===== src/rtl/manycore_reset_timer.sv =====
// Reset-release and global timebase: delays tag-programming-done into the host reset,
// runs a free-running cycle counter from that reset and timestamps statistic requests.
module manycore_reset_timer #(
    parameter int width_p       = 32,
    parameter int reset_depth_p = 3
) (
    input  logic               clk_i,
    input  logic               reset_i,
    input  logic               tag_done_i,
    input  logic               stat_v_i,
    input  logic [width_p-1:0] stat_tag_i,
    output logic               reset_o,
    output logic [width_p-1:0] ctr_r_o,
    output logic               stat_v_o,
    output logic [width_p-1:0] stat_tag_o,
    output logic [width_p-1:0] stat_ctr_o
);

    logic [reset_depth_p-1:0] chain_r;

    // Stage 0 holds the inverted done level; the last stage is the delayed reset.
    always_ff @(posedge clk_i) begin
        if (reset_i) begin
            chain_r <= '1;
        end else begin
            chain_r[0] <= ~tag_done_i;
            for (int i = 1; i < reset_depth_p; i++) begin
                chain_r[i] <= chain_r[i-1];
            end
        end
    end

    assign reset_o = chain_r[reset_depth_p-1];

    // Wraps silently at 2^width_p.
    always_ff @(posedge clk_i) begin
        if (reset_i || reset_o) begin
            ctr_r_o <= '0;
        end else begin
            ctr_r_o <= ctr_r_o + width_p'(1);
        end
    end

    // Captured tag/count hold across a re-asserted reset_o; only reset_i clears them.
    always_ff @(posedge clk_i) begin
        if (reset_i) begin
            stat_v_o   <= 1'b0;
            stat_tag_o <= '0;
            stat_ctr_o <= '0;
        end else if (stat_v_i && !reset_o) begin
            stat_v_o   <= 1'b1;
            stat_tag_o <= stat_tag_i;
            stat_ctr_o <= ctr_r_o;
        end else begin
            stat_v_o   <= 1'b0;
        end
    end

endmodule


===== config.mk =====
export PLATFORM = sky130hd
export DESIGN_NAME = manycore_reset_timer
export DESIGN_NICKNAME = d
export VERILOG_FILES = /design/src/rtl/manycore_reset_timer.sv
export SDC_FILE = /design/constraint.sdc
export NUM_CORES = 1
export LEC_CHECK = 0
export CORE_MARGIN = 2
export CORE_UTILIZATION = 24
export DETAILED_ROUTE_END_ITERATION = 8
export SYNTH_ARGS = -nofsm -noshare
export SYNTH_HDL_FRONTEND = slang
export SYNTH_SLANG_ARGS = --single-unit

===== constraint.sdc =====
create_clock -name clk_i -period 3.2 [get_ports clk_i]
set_input_delay 0.64 -clock clk_i [delete_from_list [all_inputs] [get_ports clk_i]]
set_output_delay 0.64 -clock clk_i [all_outputs]
set_load 0.01 [all_outputs]

After elaboration in Yosys (flattened, before gate mapping)
Index checks and enable logic that the tools add are counted.

cells by class
  add/subtract/negate cells = 1
  mux-type cells = 1
  bitwise gates (word level) = 1
  reduce and logical (&&, ||, !) cells = 3

operators with widths
  operator                                       number
  adder 32 x 1 -> 32 bit, second input constant  1
  logical AND 1 bit                              1
  logical NOT 1 bit                              1
  logical OR 1 bit                               1
  2-to-1 mux 1 bit                               1
  inverter 1 bit                                 1

word-level totals
  flip-flop bits (word level) = 100
  input port bits = 36
  output and inout bits = 98
  logic and storage cells = 11

Depth between registers and ports, before layout
Gate-level depths: netlist of the first run.

  depth in word-level cells = 3
  gate-level depth with buffers = 6
  depth with buffers taken out = 5

Worst setup path after synthesis of the first run
OpenSTA, ideal clock, no wires.

  path type = reg2reg
  from = reg ctr_r_o[2]
  to = reg ctr_r_o[19]
  library setup time = 0.070 ns
  arrival time = 1.846 ns
  required time = 3.130 ns
  setup slack = 1.284 ns
  cell stages (with the launch flop) = 6
  buffers on the path = 1
  clock period less this slack = 1.916 ns
  path through = dfxtp_1 nand3_2 or4_1 buf_2 or4_1 a21oi_1

on the way
  longest elaborated chain between the ends = 1

ends and longest elaborated chain
  element                 RTL line  source
  from (decl)             13        output logic [width_p-1:0] ctr_r_o,
  from (signal assigned)  40        ctr_r_o <= ctr_r_o + width_p'(1);
  adder 32 x 1 -> 32 bit  40

Every way passes these cells.
A chain may end at the register's enable or synchronous reset.

Final worst setup path of the first run
  from = reg ctr_r_o[0]
  to = reg ctr_r_o[28]

The elaborated chain is that of the path after synthesis.

==> results of run 1 <==
## how the worst min path moves through the flow
stage / from / to / slack, ps / cells past startpoint
finish: chain_r[1]$_SDFF_PP1_ / chain_r[2]$_SDFF_PP1_ / 400 / 1
global route: chain_r[0]$_SDFF_PP1_ / chain_r[1]$_SDFF_PP1_ / 430 / 1
CTS: chain_r[1]$_SDFF_PP1_ / chain_r[2]$_SDFF_PP1_ / 410 / 1
detailed placement: chain_r[1]$_SDFF_PP1_ / chain_r[2]$_SDFF_PP1_ / 390 / 1
global placement: chain_r[0]$_SDFF_PP1_ / chain_r[1]$_SDFF_PP1_ / 400 / 1
floorplan: chain_r[0]$_SDFF_PP1_ / chain_r[1]$_SDFF_PP1_ / 390 / 1
## cells in the mapped netlist (3+ instances only)
| master | n | share of area |
|---|---|---|
| and2_1 | 3 | 0.0050 |
| or2_2 | 3 | 0.0050 |
| nand3_1 | 6 | 0.0079 |
| nand2_1 | 143 | 0.14 |
| or3_1 | 7 | 0.012 |
| clkbuf_1 | 20 | 0.020 |
| nor4_1 | 3 | 0.0050 |
| nor2_1 | 14 | 0.014 |
| xor2_1 | 5 | 0.012 |
| o31ai_1 | 6 | 0.012 |
| or4_1 | 8 | 0.016 |
| and4_1 | 4 | 0.0093 |
| dfxtp_1 | 100 | 0.53 |
| a21oi_1 | 78 | 0.10 |
| o21ai_0 | 5 | 0.0066 |
| inv_1 | 4 | 0.0040 |
| mux2i_1 | 3 | 0.0079 |
| buf_1 | 6 | 0.0060 |
| xnor2_1 | 5 | 0.012 |
| nand4_1 | 11 | 0.018 |
## area by class of cell
| class | count | area [um^2] | share of cell area |
|---|---|---|---|
| tap | 211 | 264 | 0.0469 |
| inverter | 4 | 15.0 | 0.00267 |
| clock buffer | 15 | 268 | 0.0476 |
| clock inverter | 1 | 30.0 | 0.00533 |
| multi-input combinational | 328 | 1670 | 0.297 |
| sequential | 100 | 2000 | 0.356 |
| timing repair buffer | 138 | 1380 | 0.244 |
## metal layers
| layer | vias up | GRT usage | share of wire |
|---|---|---|---|
| met3 | 12 | 0.0537 | 0.080 |
| li1 | 1809 | - | - |
| met2 | 106 | 0.212 | 0.47 |
| met1 | 1648 | 0.150 | 0.44 |
| met5 | - | 0 | 0 |
| met4 | 0 | 0.0525 | 0.015 |
## sequential cells by signal (all words and copies together) (netlist names)
name	count
chain_r	3
ctr_r_o	32
stat_ctr_o	32
stat_tag_o	32
stat_v_o	1
## cells by family after synthesis
kind of cell,share of synthesized area
flip-flops,0.529
multiplexers,0.00794
adder cells (fa/ha/maj),0.00331
XOR/XNOR,0.0231
buffers and inverters,0.0311
AO/OA/AOI/OAI,0.139
AND/OR/NAND/NOR,0.266
## per-stage QoR
stage | utilization | area, um^2
2_1_floorplan | - | 3780
3_3_place_gp | 0.348 | 5330
3_5_place_dp | 0.348 | 5330
4_1_cts | 0.368 | 5630
5_1_grt | 0.368 | 5630
6_report | 0.368 | 5630
## power groups by stage
| stage | clock network [uW] | logic [uW] | registers, uW |
|---|---|---|---|
| after global routing | 1180 | 104 | 1260 |
| after CTS | 1140 | 96.1 | 1260 |
| after floorplan | 0 | 28.1 | 1290 |
| final | 1100 | 94.7 | 1260 |
| after detailed placement | 0 | 95.5 | 1280 |
| after global placement | 0 | 94.6 | 1280 |
==> flow_summary_export.csv, run 1 <==
group,metric,value,unit
route,drt_iter0_markers,181,
placed_design,post-place-ws,875,ps
cells_and_area,final_common_cell,"nand2_1",
cts,root_buffer,"clkbuf_16",
cts,cts.sinks,100,
timing,period_share,0.726,
worst_setup_path,worstSetupEndpointType,"flip-flop",
pwr,p_per_area,435,nW/um^2
route,drc,0,
cells_and_area,final_layout_size_suffix_gt1_frac,0.0546,
logic_synthesis,synth_warnings,0,
timing,slew_headroom,0.423,
timing,rsz0062_at_grt,"no",
placed_design,io_buffers,133,
pwr,switching_power,493,uW
logic_synthesis,syn_inst,459,
timing,setup_viol,0,
grt,grt_overflow,0,
worst_setup_path,r2r_cells,5,
cells_and_area,nNetsFinal,618,
worst_setup_path,cp_cell_sequence,"ha_1 -> and4_2 -> nand4_1 -> or4_1 -> a21oi_1",
cts,clk_latency,350,ps
timing,setup_slack,877,ps
worst_setup_path,critPathTopFamily,"simple AND/OR/NAND/NOR gates",
cts,cts_buffer_depth,2,
die,row_count,45,
timing,tightest_slew,858,ps
timing,timing.hold.ws,405,ps
grt,antenna_found_initial,0,
worst_setup_path,cp_data_required_time,3480,ps
timing,drv_slew,0,
pwr,p_comb_frac,0.039,
route,drt_first_pass_iters,6,
cells_and_area,fill_cells,1601,
cells_and_area,final_cell_count_no_fill,797,
cts,cts_resized,0,
route,wirelength,10.6,mm
worst_setup_path,start_kind,"flip-flop",
worst_setup_path,crit-reg2reg-launch,"ctr_r_o[0]$_SDFF_PP0_",
die,die_y,130,um
route,vias_per_cell,4.49,
pwr,peakVddDrop,0.000258,V
worst_setup_path,crit_path_end,"ctr_r_o[28]$_SDFF_PP0_",
pwr,power,2450,uW
worst_setup_path,path_depth,5,
die,die-area,16800,um^2
cts,clk_pin_slew,60,ps
logic_synthesis,synth.net_count,496,
die,ios,134,
die,floorplan.initialDensity,0.247,
timing,tns,0,ps
logic_synthesis,async_reset_ff_frac,0,
timing,clock_skew,5.82,ps
timing,hold_viol_final,0,
timing,max_freq,430,MHz
grt,grt_pass1_vias,3502,
logic_synthesis,avgSynthCellArea,8.24,um^2
cells_and_area,syn_to_final_growth,48.8,%
logic_synthesis,synth_edf_count,0,
pwr,seqPwrFrac,0.513,
cts,htree_levels,3,
cts,cts_setup_buffers,0,
placed_design,hpwl,7.57,mm
grt,grt_pass1_wl,17.2,mm
worst_setup_path,rrSetupSlack,880,ps
cells_and_area,layout_common_cells,"143 x nand2_1, 132 x clkdlybuf4s50_1, 100 x dfxtp_1",
cts,cts_hold_buf,0,
timing,fin_crit,2320,ps
grt,grt_max_degree,37,
min_path,min-delay-path-class,"reg -> reg",
cells_and_area,n_antenna_cell,0,
worst_setup_path,crit_buf_inv,0,
worst_setup_path,cp.arrival,2600,ps
worst_setup_path,reg2reg_to,"ctr_r_o[28]$_SDFF_PP0_",
grt,grt.total_usage,0.129,
pwr,clkPwrFrac,0.449,
logic_synthesis,ys.flop_type,"dfxtp_1",
die,core,15300,um^2
cts,cts_made_buffers,9,
worst_setup_path,cp_max_fo,15,
placed_design,gp_congestion,0.751,
cts,cts_tree,"built",
route,vias,3575,
worst_setup_path,critPathKind,"reg -> reg",
logic_synthesis,synth_seq_area_share,0.529,
pwr,switching_share,0.201,
flow_run,cap_violations,0,
logic_synthesis,synth_area,3780,um^2
placed_design,dp.cells,781,
worst_setup_path,slowest_stage,"or4_1",
route,wire_per_inst,13.3,um
route,drtAntennaViolNets,0,
die,dieWidth,130,um
pwr,internal_power,1960,uW
worst_setup_path,critPathMaxStageDelay,650,ps
logic_synthesis,ys_ff_latch,100,
logic_synthesis,synthDistinctLibCells,39,
outcome,status,"completed",
pwr,p_leak,0.00178,uW
worst_setup_path,cp-startpoint,"ctr_r_o[0]$_SDFF_PP0_",
(Power assumes the default switching activity.)
==> run 2: changes to the inputs <==
==> constraint.sdc (replaced) <==
create_clock -name clk_i -period 2 [get_ports clk_i]
set_input_delay 0.4 -clock clk_i [delete_from_list [all_inputs] [get_ports clk_i]]
set_output_delay 0.4 -clock clk_i [all_outputs]
set_load 0.01 [all_outputs]
==> run 2 against run 1 <==
Compared with the run above: global-route usage up 0.41 points; worst setup slack worse by 740 ps; via count up 2.9%; count of clock-buffer cells in the layout down 2; utilization up 1.5 points; non-clock buffer count up 28; sequential power up 60%; combinational power up 70%; fmax up 25%; flip-flop and latch count unchanged; hold slack better by 7.7 ps.
==> flow_summary_export.csv, run 2 (same netlist as run 1, synthesis figures left out) <==
group,metric,value,unit
outcome,status,"completed",
worst_setup_path,slowest_stage,"or4_1",
timing,slew_headroom,0.638,
cells_and_area,nNetsFinal,646,
timing,max_freq,536,MHz
worst_setup_path,rrSetupSlack,130,ps
cts,cts_tree,"built",
cells_and_area,fill_cells,1586,
grt,grt_pass1_vias,3522,
cts,clk_pin_slew,70,ps
die,die-area,16800,um^2
worst_setup_path,path_depth,6,
cts,cts_setup_buffers,0,
cts,root_buffer,"clkbuf_16",
timing,fin_crit,1870,ps
worst_setup_path,start_kind,"flip-flop",
worst_setup_path,cp.arrival,2150,ps
placed_design,io_buffers,133,
route,drtAntennaViolNets,0,
placed_design,place_area,5570,um^2
grt,grt_max_degree,38,
min_path,hold_depth,1,
timing,setup_slack,135,ps
cts,cts.sinks,100,
route,drc,0,
grt,grt_overflow,0,
pwr,p_per_area,663,nW/um^2
timing,tns,0,ps
timing,hold_viol_final,0,
cells_and_area,syn_to_final_growth,55.0,%
route,vias,3680,
cells_and_area,n_antenna_cell,0,
pwr,switching_share,0.205,
cells_and_area,layout_common_cells,"143 x nand2_1, 132 x clkdlybuf4s50_1, 98 x dfxtp_1",
cts,cts_hold_buf,0,
placed_design,hpwl,8.08,mm
timing,rsz0062_at_grt,"no",
pwr,switching_power,795,uW
min_path,hold_start,"chain_r[1]$_SDFF_PP1_",
worst_setup_path,cp_cell_sequence,"ha_2 -> and4_4 -> nand4_1 -> buf_4 -> or4_1 -> a21oi_1",
die,die_y,130,um
die,row_count,45,
timing,tightest_slew,538,ps
pwr,p_leak,0.00193,uW
die,ios,134,
cells_and_area,multi_input_area,1680,um^2
placed_design,dp.cells,809,
die,core,15300,um^2
pwr,p_comb_frac,0.041,
pwr,peakVddDrop,0.000560,V
route,vias_per_cell,4.47,
worst_setup_path,critPathKind,"reg -> reg",
worst_setup_path,cp_max_fo,15,
cells_and_area,reg_top3,"ctr_r_o (32), stat_ctr_o (32), stat_tag_o (32)",
worst_setup_path,reg2reg_to,"ctr_r_o[26]$_SDFF_PP0_",
pwr,clkPwrFrac,0.442,
cts,cts_made_buffers,9,
cts,clk_latency,350,ps
timing,setup_viol,0,
min_path,min-delay-path-class,"reg -> reg",
pwr,internal_power,3090,uW
grt,grt_pass1_wl,17.7,mm
worst_setup_path,worstSetupEndpointType,"flip-flop",
route,drt_first_pass_iters,4,
route,drt_iter0_markers,192,
cells_and_area,final_common_cell,"nand2_1",
pwr,seqPwrFrac,0.516,
route,wire_per_inst,13.4,um
cts,cts_resized,1,
timing,period_share,0.933,
worst_setup_path,critPathMaxStageDelay,510,ps
worst_setup_path,crit-reg2reg-launch,"ctr_r_o[1]$_SDFF_PP0_",
grt,antenna_found_initial,0,
cells_and_area,regArea,2010,um^2
cells_and_area,final_cell_count_no_fill,824,
die,floorplan.initialDensity,0.247,
timing,clock_skew,7.72,ps
placed_design,post-place-ws,-8.59,ps
worst_setup_path,r2r_cells,6,
worst_setup_path,critPathTopFamily,"simple AND/OR/NAND/NOR gates",
cts,htree_levels,3,
cells_and_area,final_cell_area,5860,um^2
min_path,whs_endpoint,"chain_r[2]$_SDFF_PP1_",
timing,drv_slew,0,
placed_design,gp_congestion,0.792,
route,wirelength,11.0,mm
cells_and_area,final_layout_size_suffix_gt1_frac,0.104,
die,dieWidth,130,um
worst_setup_path,cp_data_required_time,2280,ps
flow_run,cap_violations,0,
grt,grt.total_usage,0.133,
cts,cts_buffer_depth,2,
worst_setup_path,crit_buf_inv,1,
run 2: routing by layer:
layer | GRT usage | up-vias | part of all wire
met5 | 0 | - | 0
met4 | 0.0411 | 0 | 0.012
met2 | 0.219 | 102 | 0.48
met3 | 0.0574 | 12 | 0.078
li1 | - | 1862 | -
met1 | 0.158 | 1704 | 0.43
run 2: area by class of cell:
cell class,instances,share of cell area
Tap cell,211,0.0450
Inverter,4,0.00256
Multi-Input combinational cell,328,0.287
Sequential cell,100,0.342
Clock buffer,13,0.0427
Timing Repair Buffer,166,0.275
Clock inverter,2,0.00597
run 2: worst max path at each step:
stage | startpoint | to | slack [ps]
final | ctr_r_o[1]$_SDFF_PP0_ | ctr_r_o[26]$_SDFF_PP0_ | 130
after global routing | ctr_r_o[1]$_SDFF_PP0_ | ctr_r_o[28]$_SDFF_PP0_ | 20
after CTS | ctr_r_o[0]$_SDFF_PP0_ | ctr_r_o[26]$_SDFF_PP0_ | 50
after detailed placement | ctr_r_o[1]$_SDFF_PP0_ | ctr_r_o[26]$_SDFF_PP0_ | -9
after global placement | ctr_r_o[1]$_SDFF_PP0_ | ctr_r_o[26]$_SDFF_PP0_ | 60
after floorplan | ctr_r_o[2]$_SDFF_PP0_ | ctr_r_o[19]$_SDFF_PP0_ | 80
run 2: power by group through the flow:
| stage | sequential, uW | combinational (uW) | clock, uW |
|---|---|---|---|
| final | 2010 | 161 | 1720 |
| after detailed placement | 2050 | 163 | 0 |
| after floorplan | 2060 | 44.9 | 0 |
| after global placement | 2050 | 161 | 0 |
| after CTS | 2010 | 164 | 1790 |
| after global routing | 2010 | 175 | 1860 |
run 2: per-stage QoR:
stage | total power [uW] | util | hold WS (ps)
after floorplan | 2100 | - | 389
after global placement | 2210 | 0.363 | 398
after detailed placement | 2220 | 0.363 | 396
after CTS | 3960 | 0.382 | 413
after global routing | 4040 | 0.383 | 439
final | 3890 | 0.383 | 412
==> run 3: changes to the inputs <==
--- a/config.mk
+++ b/config.mk
@@ -5,6 +5,7 @@
 export SDC_FILE = /design/constraint.sdc
 export NUM_CORES = 1
 export LEC_CHECK = 0
+export CAP_MARGIN = 30
 export CORE_MARGIN = 2
 export CORE_UTILIZATION = 24
 export DETAILED_ROUTE_END_ITERATION = 8
==> results of run 3 <==
The final DEF is identical to that of run 2; final timing and power are the same.
